==> src/rtl/i2c_slave_resp.sv <==
// i2c_slave_resp: I2C target with a 7-bit address.
// Acknowledges its own address, hands each received write byte to the fabric,
// and shifts out fabric-supplied bytes on reads. Bus pins are only sampled
// through synchronisers; SDA is driven open-drain via sda_oe.
`timescale 1ns/1ps
module i2c_slave_resp #(
   parameter logic [6:0] SLAVE_ADDR = 7'h50
) (
   input  logic       clk,
   input  logic       rst,
   input  logic       scl_in,
   input  logic       sda_in,
   output logic       sda_oe,
   input  logic [7:0] tx_dat,
   output logic       tx_req,
   output logic [7:0] rx_dat,
   output logic       rx_valid,
   output logic       busy,
   output logic       rw
);

   typedef enum logic [2:0] {
      IDLE, ADDR, ADDR_ACK, RX_BYTE, RX_ACK, TX_BYTE, TX_ACK, WAIT_STOP
   } state_t;

   state_t     state;
   logic [3:0] bit_cnt;
   logic [7:0] shreg;
   logic       rx_pend;

   // _p0/_p1 form the synchroniser, _p2 is the delayed copy for edge detection
   logic scl_p0, scl_p1, scl_p2;
   logic sda_p0, sda_p1, sda_p2;

   logic scl_rise, scl_fall, start_det, stop_det;

   // Two-flop synchronisers plus one history flop per bus line
   always_ff @(posedge clk or negedge rst) begin
      if (!rst) begin
         scl_p0 <= 1'b1;
         scl_p1 <= 1'b1;
         scl_p2 <= 1'b1;
         sda_p0 <= 1'b1;
         sda_p1 <= 1'b1;
         sda_p2 <= 1'b1;
      end else begin
         scl_p0 <= scl_in;
         scl_p1 <= scl_p0;
         scl_p2 <= scl_p1;
         sda_p0 <= sda_in;
         sda_p1 <= sda_p0;
         sda_p2 <= sda_p1;
      end
   end

   assign scl_rise  =  scl_p1 & ~scl_p2;
   assign scl_fall  = ~scl_p1 &  scl_p2;
   assign start_det =  scl_p1 &  scl_p2 &  sda_p2 & ~sda_p1;
   assign stop_det  =  scl_p1 &  scl_p2 & ~sda_p2 &  sda_p1;

   // Protocol FSM; bus conditions override any SCL edge seen in the same cycle
   always_ff @(posedge clk or negedge rst) begin
      if (!rst) begin
         state    <= IDLE;
         bit_cnt  <= 4'd0;
         shreg    <= 8'h00;
         rx_pend  <= 1'b0;
         sda_oe   <= 1'b0;
         tx_req   <= 1'b0;
         rx_valid <= 1'b0;
         rx_dat   <= 8'h00;
         busy     <= 1'b0;
         rw       <= 1'b0;
      end else begin
         tx_req   <= 1'b0;
         rx_valid <= 1'b0;

         // A completed write byte is published one cycle after its last bit
         if (rx_pend) begin
            rx_dat   <= shreg;
            rx_valid <= 1'b1;
            rx_pend  <= 1'b0;
         end

         if (stop_det) begin
            state  <= IDLE;
            sda_oe <= 1'b0;
            busy   <= 1'b0;
         end else if (start_det) begin
            state   <= ADDR;
            sda_oe  <= 1'b0;
            busy    <= 1'b0;
            bit_cnt <= 4'd0;
         end else begin
            case (state)
               IDLE: ;

               ADDR: begin
                  if (scl_rise && bit_cnt != 4'd8) begin
                     shreg   <= {shreg[6:0], sda_p1};
                     bit_cnt <= bit_cnt + 4'd1;
                     if (bit_cnt == 4'd7) begin
                        // shreg[6:0] already holds the seven address bits
                        if (shreg[6:0] == SLAVE_ADDR) begin
                           rw   <= sda_p1;
                           busy <= 1'b1;
                        end else begin
                           state <= IDLE;
                        end
                     end
                  end else if (scl_fall && bit_cnt == 4'd8) begin
                     sda_oe <= 1'b1;
                     state  <= ADDR_ACK;
                  end
               end

               ADDR_ACK: begin
                  if (scl_fall) begin
                     if (!rw) begin
                        sda_oe  <= 1'b0;
                        bit_cnt <= 4'd0;
                        state   <= RX_BYTE;
                     end else begin
                        tx_req  <= 1'b1;
                        shreg   <= tx_dat;
                        sda_oe  <= ~tx_dat[7];
                        bit_cnt <= 4'd1;
                        state   <= TX_BYTE;
                     end
                  end
               end

               RX_BYTE: begin
                  if (scl_rise && bit_cnt != 4'd8) begin
                     shreg   <= {shreg[6:0], sda_p1};
                     bit_cnt <= bit_cnt + 4'd1;
                     if (bit_cnt == 4'd7) rx_pend <= 1'b1;
                  end else if (scl_fall && bit_cnt == 4'd8) begin
                     sda_oe <= 1'b1;
                     state  <= RX_ACK;
                  end
               end

               RX_ACK: begin
                  if (scl_fall) begin
                     sda_oe  <= 1'b0;
                     bit_cnt <= 4'd0;
                     state   <= RX_BYTE;
                  end
               end

               // bit_cnt counts bits already presented; shreg[7] is on the bus
               TX_BYTE: begin
                  if (scl_fall) begin
                     if (bit_cnt == 4'd8) begin
                        sda_oe <= 1'b0;
                        state  <= TX_ACK;
                     end else begin
                        sda_oe  <= ~shreg[6];
                        shreg   <= {shreg[6:0], 1'b0};
                        bit_cnt <= bit_cnt + 4'd1;
                     end
                  end
               end

               // A NACK ends the transfer at once; an ACK reloads on the next fall
               TX_ACK: begin
                  if (scl_rise && sda_p1) begin
                     state <= WAIT_STOP;
                     busy  <= 1'b0;
                  end else if (scl_fall) begin
                     tx_req  <= 1'b1;
                     shreg   <= tx_dat;
                     sda_oe  <= ~tx_dat[7];
                     bit_cnt <= 4'd1;
                     state   <= TX_BYTE;
                  end
               end

               WAIT_STOP: ;

               default: state <= IDLE;
            endcase
         end
      end
   end

endmodule

==> config.mk <==
export PLATFORM = sky130hd
export DESIGN_NAME = i2c_slave_resp
export DESIGN_NICKNAME = d
export VERILOG_FILES = /design/src/rtl/i2c_slave_resp.sv
export SDC_FILE = /design/constraint.sdc
export NUM_CORES = 1
export LEC_CHECK = 0
export ABC_AREA = 1
export BUFFER_PORTS_ARGS = -buffer_cell sky130_fd_sc_hd__clkbuf_2
export CAP_MARGIN = 20
export CORE_MARGIN = 3
export CORE_UTILIZATION = 45
export DETAILED_ROUTE_END_ITERATION = 7
export PLACE_DENSITY = 0.63
export SLEW_MARGIN = 20
export SYNTH_ARGS = -nofsm -noshare
export SYNTH_HDL_FRONTEND = slang
export SYNTH_SLANG_ARGS = --single-unit
==> constraint.sdc <==
create_clock -name clk -period 4.55 [get_ports clk]
set_input_delay 0.6825 -clock clk [delete_from_list [all_inputs] [get_ports clk]]
set_output_delay 0.6825 -clock clk [all_outputs]
set_load 0.02 [all_outputs]
==> results.sh, run 1 <==
export IMPL_die_area_um2=5090
export IMPL_start_util_pct=47.3
export IMPL_syn_instance_count=239
export IMPL_synth_seq_area_share_pct=46.0
export IMPL_fillCellCount=377
export IMPL_area_growth_pct=15.1
export IMPL_grt_use_total_pct=18.3
export IMPL_cts_tree="done"
export IMPL_ys_ff_latch=35
export IMPL_leakagePower_uw=0.00115
export IMPL_min_period_over_period_pct=41.1
export IMPL_drc=0
export IMPL_post_drt_wl_per_cell_um=13.2
export IMPL_critPathLaunch="bit_cnt[0]"
export IMPL_status="finished, final reports clean"
export IMPL_fin_total_pwr_uw=1370
export IMPL_cts_resized=0
export IMPL_setup_viol=0
export IMPL_cts_htree_levels=2
export IMPL_crit_fanout=4
export IMPL_clk_latency_ns=0.29
export IMPL_fin_nets=282
export IMPL_port_buffers=24
export IMPL_clock_path_buffers=2
export IMPL_reg2reg_depth=11
export IMPL_insertedDiodeCount=0
export IMPL_endpoint_kind="flop"
export IMPL_placed_area_um2=2090
export IMPL_synth_most_common_cell="nand2_1"
export IMPL_tns_ns=0
export IMPL_viasPerCell=5.18
export IMPL_slew_violations=0
export IMPL_synth_ff_type="dfrtp_1"
export IMPL_hold_start="scl_p0"
export IMPL_maxCapViolations=0
export IMPL_grt_pass1_vias=1606
export IMPL_grt_pass1_wl_um=7380
export IMPL_fin_area_um2=2210
export IMPL_drt_pre_antenna_iters=4
export IMPL_grt_max_degree=36
export IMPL_clk_pin_slew_ns=0.07
export IMPL_root_buffer="clkbuf_8"
export IMPL_syn_mean_instance_area_um2=8.03
export IMPL_synth_edff_count=0
export IMPL_synth_top_area_share_pct=37.8
export IMPL_finalClockSkew_ns=0.00439
export IMPL_rsz0062_at_grt="false"
export IMPL_synth_area_um2=1920
export IMPL_max_freq_ghz=0.535
export IMPL_vias=1653
export IMPL_ctsHoldBuffers=0
export IMPL_clock_sinks=35
export IMPL_cp_arrival_ns=2.06
export IMPL_timing_worst_setup_path_type="flop to flop"
export IMPL_hpwl_um=3100
export IMPL_ios=25
export IMPL_crit_end="state[1]"
export IMPL_required_ns=4.74
export IMPL_yosys_top_cells_area="dfrtp_1 (38%), nand2_1 (11%), dfstp_2 (8.2%)"
export IMPL_synth_async_reset_ratio_pct=100
export IMPL_synth_nets=253
export IMPL_yosysWarnings=0
export IMPL_r2r_start="bit_cnt[0]"
export IMPL_pwr_density_cell_nw_per_um2=618
export IMPL_hp_class="flop to flop"
export IMPL_peakVddDrop_mv=0.358
export IMPL_timing_rr_end="state[1]"
export IMPL_globalplace_congestion=0.907
export IMPL_ys_types=26
export IMPL_grt_overflow_total=0
export IMPL_fp_dieH_um=71.3
export IMPL_rows=23
export IMPL_fin_crit_ns=1.87
export IMPL_drt_wl_total_um=4220
export IMPL_cts_buffers=5
export IMPL_yosysTopAreaCell="dfrtp_1"
export IMPL_yosys_top_cells_count="nand2_1 (56), nor2_1 (31), dfrtp_1 (29)"
export IMPL_relSlewSlack_pct=42.5
export IMPL_drive_gt1_share_pct=28.6
export IMPL_dieWidth_um=71.3
export IMPL_hold_violations=0
export IMPL_crit_path_start_kind="flop"
export IMPL_antenna_found_initial=0
export IMPL_ant_nets=0
export IMPL_cts_setup_buffers=0
export IMPL_worst_pin_slew_ns=0.862
export IMPL_r2r_slack_ns=2.68
export IMPL_core_area_um2=4060
export IMPL_drtIter0Drc=108
-- stage by stage --
| stage | worst slack, ns | instances | hold slack, ns | util [%] |
|---|---|---|---|---|
| 3_5_place_dp | 2.71 | 311 | 0.349 | 51.4 |
| 5_1_grt | 2.44 | 319 | 0.365 | 54.4 |
| 2_1_floorplan | 2.96 | 239 | 0.345 | - |
| 4_1_cts | 2.69 | 319 | 0.359 | 54.4 |
| 3_3_place_gp | 2.71 | 311 | 0.347 | 51.4 |
| 6_report | 2.68 | 319 | 0.358 | 54.4 |
-- worst min path at each step --
stage	to	slack, ns	depth (start not counted)
floorplan	scl_p1	0.35	0
global placement	scl_p1	0.35	0
detailed placement	scl_p1	0.35	0
CTS	scl_p1	0.36	0
global route	scl_p1	0.37	0
finish	scl_p1	0.36	0
-- area by class of cell --
type                            count  area [µm²]  area share [%]
Clock buffer                        6        82.6            3.74
Clock inverter                      2        38.8            1.76
Inverter                           25        93.8            4.25
Multi-Input combinational cell    177         927            42.0
Sequential cell                    35         883            40.0
Tap cell                           50        62.6            2.83
Timing Repair Buffer               24         120            5.44
-- placed cells by master (no fill, tap or decap), types with 2 or more instances in the layout --
master / synthesis / final
xor2_1: 2 / 2
mux2_2: 6 / 6
inv_1: 17 / 17
o21ai_0: 16 / 16
nor2_1: 31 / 31
clkbuf_8: 0 / 6
nand3_2: 3 / 3
a31oi_1: 2 / 2
a21oi_1: 7 / 7
ha_1: 2 / 2
inv_2: 8 / 8
dfrtp_1: 29 / 29
nand2_4: 2 / 2
or2_2: 4 / 4
dfstp_2: 6 / 6
nand4_1: 6 / 6
clkbuf_2: 0 / 24
nand2_2: 3 / 3
o21ai_2: 7 / 7
nor2_2: 4 / 4
nand2_1: 56 / 56
nand3_1: 21 / 21
a21oi_2: 2 / 2
-- sequential cells by signal, summed over array words and instances, names as in the netlist, 3 cells and up --
signal / cells
shreg: 8
state: 3
rx_dat: 8
bit_cnt: 4
-- metal layers --
metal  global-route usage, %  vias up  part of all wire, %
met5                       0        -                    0
met4                    8.56        0                  2.2
met3                    3.93        9                  5.2
met2                    28.9       53                   46
met1                    24.1      750                   47
li1                        -      841                    -
-- report_power, final --
part	internal, µW	switching, µW
combinational	209	409
sequential	381	66.9
clock	180	120
-- worst max-delay path: stages (launching register included) --
cell and delay (ns):
dfrtp_1 0.41, inv_1 0.08, ha_1 0.17, nand2_1 0.06, nor2_1 0.23, nor2_1 0.15
nand3_1 0.16, nand2_1 0.07, nor2_1 0.20, nand3_2 0.11, nand2_1 0.08, nand2_1 0.05
-- kinds of logic (layout without fill, tap and decap cells) --
logic type | count (synthesis) | count (layout) | synth area share, %
buffers and inverters | 27 | 57 | 5.67
XOR/XNOR | 2 | 2 | 0.913
multiplexers | 6 | 6 | 3.52
flip-flops | 35 | 35 | 46.0
adder cells (fa/ha/maj) | 2 | 2 | 1.30
AND/OR/NAND/NOR | 132 | 132 | 31.4
AO/OA/AOI/OAI | 35 | 35 | 11.1
Power figures use the tool's default switching activity.
==> run 2, diff against run 1 <==
==> constraint.sdc (replaced) <==
create_clock -name clk -period 1.8 [get_ports clk]
set_input_delay 0.27 -clock clk [delete_from_list [all_inputs] [get_ports clk]]
set_output_delay 0.27 -clock clk [all_outputs]
set_load 0.02 [all_outputs]
==> run 2 against run 1 <==
Compared with the run above:
- the flow now finishes with violations (hold timing)
- power up 140%
- count of clock-buffer cells in the layout unchanged
- largest power group unchanged
- critical path depth down 1
- cell area up 1.6%
==> results.sh, run 2 (synthesis gave the netlist of run 1 again) <==
export IMPL_rows=23
export IMPL_wl_met2_um=1820
export IMPL_regArea_um2=883
export IMPL_holdWs_ns=-0.00440
export IMPL_endpoint_kind="flop"
export IMPL_insertedDiodeCount=0
export IMPL_fin_nets=288
export IMPL_drive_gt1_share_pct=32.0
export IMPL_relSlewSlack_pct=70.6
export IMPL_reg_top3="rx_dat: 8 flops, shreg: 8 flops, bit_cnt: 4 flops"
export IMPL_clk_latency_ns=0.29
export IMPL_max_freq_ghz=0.594
export IMPL_clock_sinks=35
export IMPL_hpwl_um=3060
export IMPL_cts_setup_buffers=0
export IMPL_setup_viol=0
export IMPL_maxCapViolations=0
export IMPL_worst_pin_slew_ns=0.442
export IMPL_hold_violations=1
export IMPL_pwr_density_cell_nw_per_um2=1480
export IMPL_slew_violations=0
export IMPL_cts_htree_levels=2
export IMPL_drt_wl_total_um=4180
export IMPL_timing_rr_end="state[1]"
export IMPL_layout_common_cells="nand2_1 (53), dfrtp_1 (29), nor2_1 (28)"
export IMPL_ios=25
export IMPL_finalClockSkew_ns=0.0120
export IMPL_wl_met3_um=226
export IMPL_cp_arrival_ns=1.86
export IMPL_clock_path_buffers=2
export IMPL_peakVddDrop_mv=0.670
export IMPL_grt_pass1_vias=1632
export IMPL_port_buffers=24
export IMPL_crit_fanout=6
export IMPL_viasPerCell=5.14
export IMPL_area_growth_pct=16.9
export IMPL_timing_worst_setup_path_type="flop to flop"
export IMPL_place_inst=317
export IMPL_grt_use_total_pct=18.8
export IMPL_required_ns=1.98
export IMPL_post_drt_wl_per_cell_um=12.9
export IMPL_status="finished, violations left"
export IMPL_drt_pre_antenna_iters=4
export IMPL_vias=1669
export IMPL_cts_buffers=5
export IMPL_fin_total_pwr_uw=3320
export IMPL_clk_pin_slew_ns=0.08
export IMPL_routed_top_layer="met4"
export IMPL_tns_ns=0
export IMPL_ant_nets=0
export IMPL_fin_area_um2=2240
export IMPL_globalplace_congestion=0.910
export IMPL_violations="hold timing"
export IMPL_start_util_pct=47.3
export IMPL_fp_dieH_um=71.3
export IMPL_crit_path_start_kind="flop"
export IMPL_fillCellCount=382
export IMPL_layout_commonest_cell="nand2_1"
export IMPL_grt_overflow_total=0
export IMPL_fin_crit_ns=1.68
export IMPL_r2r_start="state[2]"
export IMPL_core_area_um2=4060
export IMPL_ctsHoldBuffers=0
export IMPL_r2r_slack_ns=0.12
export IMPL_grt_pass1_wl_um=7470
export IMPL_stdcell_count=325
export IMPL_dieWidth_um=71.3
export IMPL_drtIter0Drc=118
export IMPL_cts_tree="done"
export IMPL_hp_class="primary input to asynchronous set/reset pin"
export IMPL_multi_input_area_um2=952
export IMPL_die_area_um2=5090
export IMPL_reg2reg_depth=10
export IMPL_root_buffer="clkbuf_8"
export IMPL_min_period_over_period_pct=93.5
export IMPL_leakagePower_uw=0.00117
export IMPL_placed_area_um2=2130
export IMPL_antenna_found_initial=0
export IMPL_rsz0062_at_grt="true"
export IMPL_drc=0
export IMPL_grt_max_degree=36
export IMPL_met1_length_um=1970
[run 2: cell count changes in the layout (fill, tap and decap cells not counted), moves of 2 or more]
cell	delta
nand2_2	+2
nor2_2	+2
buf_4	+6
nor2_1	-3
nand2_1	-3
[run 2: how the worst max path moves through the flow]
stage / to / cells after the start / startpoint / slack (ns)
after floorplan: state[1] / 11 / bit_cnt[0] / 0.21
after global placement: state[0] / 11 / bit_cnt[0] / -0.04
after detailed placement: state[0] / 11 / bit_cnt[0] / -0.05
after CTS: state[0] / 11 / bit_cnt[0] / 0.008
after global routing: state[1] / 11 / bit_cnt[0] / -0.04
final: state[1] / 10 / state[2] / 0.12
[run 2: repair_timing]
action	CTS	global route
setup endpoints to repair	3	16
gates resized for setup	1	7
gates cloned	0	0
[run 2: per-layer routing]
metal | up-vias | track usage, %
met1 | 745 | 25.1
met2 | 55 | 28.2
met3 | 18 | 5.61
met4 | 0 | 8.35
met5 | - | 0
li1 | 851 | -
[run 2: area by class of cell]
type | instances | share of cell area [%]
Multi-Input combinational cell | 177 | 42.4
Sequential cell | 35 | 39.4
Timing Repair Buffer | 30 | 7.36
Inverter | 25 | 4.18
Clock buffer | 6 | 3.23
Tap cell | 50 | 2.79
Clock inverter | 2 | 0.613
[run 2: power breakdown]
part,total (µW),switching (µW),internal [µW],leakage (µW)
clock network,563,290,273,0.0000452
registers,1130,163,963,0.000446
logic,1630,1060,571,0.000677
total,3320,1510,1810,0.00117
[run 2: per-stage QoR]
stage          setup WS, ns  utilization, %
2_1_floorplan         0.211               -
3_3_place_gp        -0.0402            52.5
3_5_place_dp        -0.0453            52.5
4_1_cts             0.00835            54.7
5_1_grt             -0.0395            55.3
6_report              0.117            55.3
[run 2: worst max-delay path, cell delays in order (launching register included)]
cell,delay (ns)
dfrtp_1,0.47
inv_2,0.15
nand2_4,0.10
nor2_2,0.23
inv_2,0.08
nor2_2,0.12
nand3_1,0.16
nand2_1,0.11
nor2_1,0.05
nand3_1,0.07
nand2_1,0.05
==> run 3, diff against run 2 <==
--- a/config.mk
+++ b/config.mk
@@ -11,6 +11,8 @@
 export CORE_MARGIN = 3
 export CORE_UTILIZATION = 45
 export DETAILED_ROUTE_END_ITERATION = 7
+export GPL_ROUTABILITY_DRIVEN = 0
+export MAX_ROUTING_LAYER = met4
 export PLACE_DENSITY = 0.63
 export SLEW_MARGIN = 20
 export SYNTH_ARGS = -nofsm -noshare
==> run 3 against run 2 <==
Compared with the run above:
- the run still ends with hold timing left
- critical endpoint unchanged
- largest power group unchanged
- clock skew fell by 0.0017 ns
- critical path depth did not move
- die area did not move
==> results.sh, run 3 (synthesis gave the netlist of run 1 again) <==
export IMPL_met3_usage_pct=5.61
export IMPL_vias=1656
export IMPL_grt_use_total_pct=19.3
export IMPL_layout_common_cells="nand2_1 (53), dfrtp_1 (29), nor2_1 (28)"
export IMPL_path_cells="inv_2 > nand2_4 > nor2_2 > inv_2 > nor2_2 > nand3_1 > nand2_1 > nor2_1 > nand3_1 > nand2_1"
export IMPL_fin_crit_ns=1.68
export IMPL_violations="hold timing"
export IMPL_drtIter0Drc=111
export IMPL_area_growth_pct=16.9
export IMPL_relSlewSlack_pct=70.5
export IMPL_clk_pin_slew_ns=0.08
export IMPL_cts_htree_levels=2
export IMPL_required_ns=1.98
export IMPL_hp_class="primary input to asynchronous set/reset pin"
export IMPL_drc=0
export IMPL_drt_wl_total_um=4190
export IMPL_timing_final_ws_setup_ns=0.122
export IMPL_clock_power_share_pct=17.0
export IMPL_grt_use_met1_pct=25.0
export IMPL_slew_violations=0
export IMPL_use_met2_pct=28.3
export IMPL_holdWs_ns=-0.00318
export IMPL_min_period_over_period_pct=93.2
export IMPL_clk_latency_ns=0.29
export IMPL_cp_arrival_ns=1.86
export IMPL_cts_tree="done"
export IMPL_clock_sinks=35
export IMPL_maxCapViolations=0
export IMPL_cp_buffers_inverters=2
export IMPL_antenna_found_initial=0
export IMPL_crit_fanout=6
export IMPL_critPathSlowestCell="dfrtp_1"
export IMPL_timing_worst_setup_path_type="flop to flop"
export IMPL_p_seq_share_pct=34.0
export IMPL_hpwl_um=3060
export IMPL_grt_pass1_wl_um=7460
export IMPL_crit_path_start_kind="flop"
export IMPL_dieWidth_um=71.3
export IMPL_worst_pin_slew_ns=0.442
export IMPL_power_frac_comb_pct=49.1
export IMPL_place_inst=317
export IMPL_viasPerCell=5.10
export IMPL_max_freq_ghz=0.596
export IMPL_grt_overflow_total=0
export IMPL_cts_buffers=5
export IMPL_ios=25
export IMPL_switching_share_pct=45.4
export IMPL_setup_viol=0
export IMPL_cp_slowest_stage_delay_ns=0.47
export IMPL_grt_pass1_vias=1633
export IMPL_top_usage_layer="met2"
export IMPL_pwr_density_cell_nw_per_um2=1480
export IMPL_pre_cts_ws_ns=-0.0453
export IMPL_endpoint_kind="flop"
export IMPL_reg_top3="rx_dat: 8 flops, shreg: 8 flops, bit_cnt: 4 flops"
export IMPL_start_util_pct=47.3
export IMPL_stdcell_count=325
export IMPL_critPathTopFamily="simple AND/OR/NAND/NOR gates"
export IMPL_core_area_um2=4060
export IMPL_hold_violations=1
export IMPL_rows=23
export IMPL_leakagePower_uw=0.00117
export IMPL_intPower_uw=1810
export IMPL_post_drt_wl_per_cell_um=12.9
export IMPL_drive_gt1_share_pct=32.0
export IMPL_p_sw_uw=1500
export IMPL_status="finished, violations left"
export IMPL_rsz0062_at_grt="true"
export IMPL_clock_path_buffers=2
export IMPL_finalClockSkew_ns=0.0103
export IMPL_port_buffers=24
export IMPL_layout_commonest_cell="nand2_1"
export IMPL_fin_nets=288
export IMPL_grt_max_degree=36
export IMPL_insertedDiodeCount=0
export IMPL_ant_nets=0
export IMPL_fp_dieH_um=71.3
export IMPL_die_area_um2=5090
export IMPL_peakVddDrop_mv=0.670
export IMPL_root_buffer="clkbuf_8"
export IMPL_drt_pre_antenna_iters=4
export IMPL_ctsHoldBuffers=0
## run 3: cell counts in the layout (fill, tap and decap cells not counted)
No cell type changed its count.
## run 3: cell type report
class	instances	area, µm²
Inverter	25	93.8
Tap cell	50	62.6
Multi-Input combinational cell	177	952
Clock inverter	2	13.8
Sequential cell	35	883
Clock buffer	6	72.6
Timing Repair Buffer	30	165
Fill cell	382	1810
## run 3: path summary, 6_finish.rpt
path / start / end / cells after the start / slack, ns
min: rst / shreg[4] / 2 / -0.003
max reg2reg: state[2] / state[1] / 10 / 0.12
min in group clk: scl_in / scl_p0 / 1 / 0.05
min reg2reg: sda_p0 / sda_p1 / 0 / 0.36
max in group asynchronous: rst / scl_p1 / 2 / 1.45
max: state[2] / state[1] / 10 / 0.12
## run 3: worst reg2reg max path, cell delays in order, from the launching register on
cell and delay [ns]:
dfrtp_1 0.47, inv_2 0.15, nand2_4 0.10, nor2_2 0.23, inv_2 0.08, nor2_2 0.12, nand3_1 0.15, nand2_1 0.11
nor2_1 0.05, nand3_1 0.07, nand2_1 0.05
## run 3: timing repair
item                       CTS  global route
buffers inserted             0             0
setup endpoints to repair    3            16
gates resized for setup      1             7
## run 3: routing by layer
layer,vias up,part of all wire [%]
met5,-,0
met3,12,5.3
met4,0,2.8
met2,45,45
met1,749,47
li1,850,-
## run 3: per-stage QoR
stage | instance area, µm² | TNS [ns] | total power (µW) | util (%)
final | 2240 | 0 | 3310 | 55.3
after global routing | 2240 | -0.0657 | 3650 | 55.3
after CTS | 2220 | 0 | 3310 | 54.7
after detailed placement | 2130 | -0.127 | 2720 | 52.5
after global placement | 2130 | -0.102 | 2710 | 52.5
after floorplan | 1920 | 0 | 2380 | -
## run 3: power by group through the flow
stage                     Clock, µW  Combinational [µW]  Sequential (µW)
after floorplan                   0                1260             1120
after detailed placement          0                1580             1140
final                           562                1620             1130
after global routing            619                1880             1150
after global placement            0                1570             1140
after CTS                       587                1590             1130
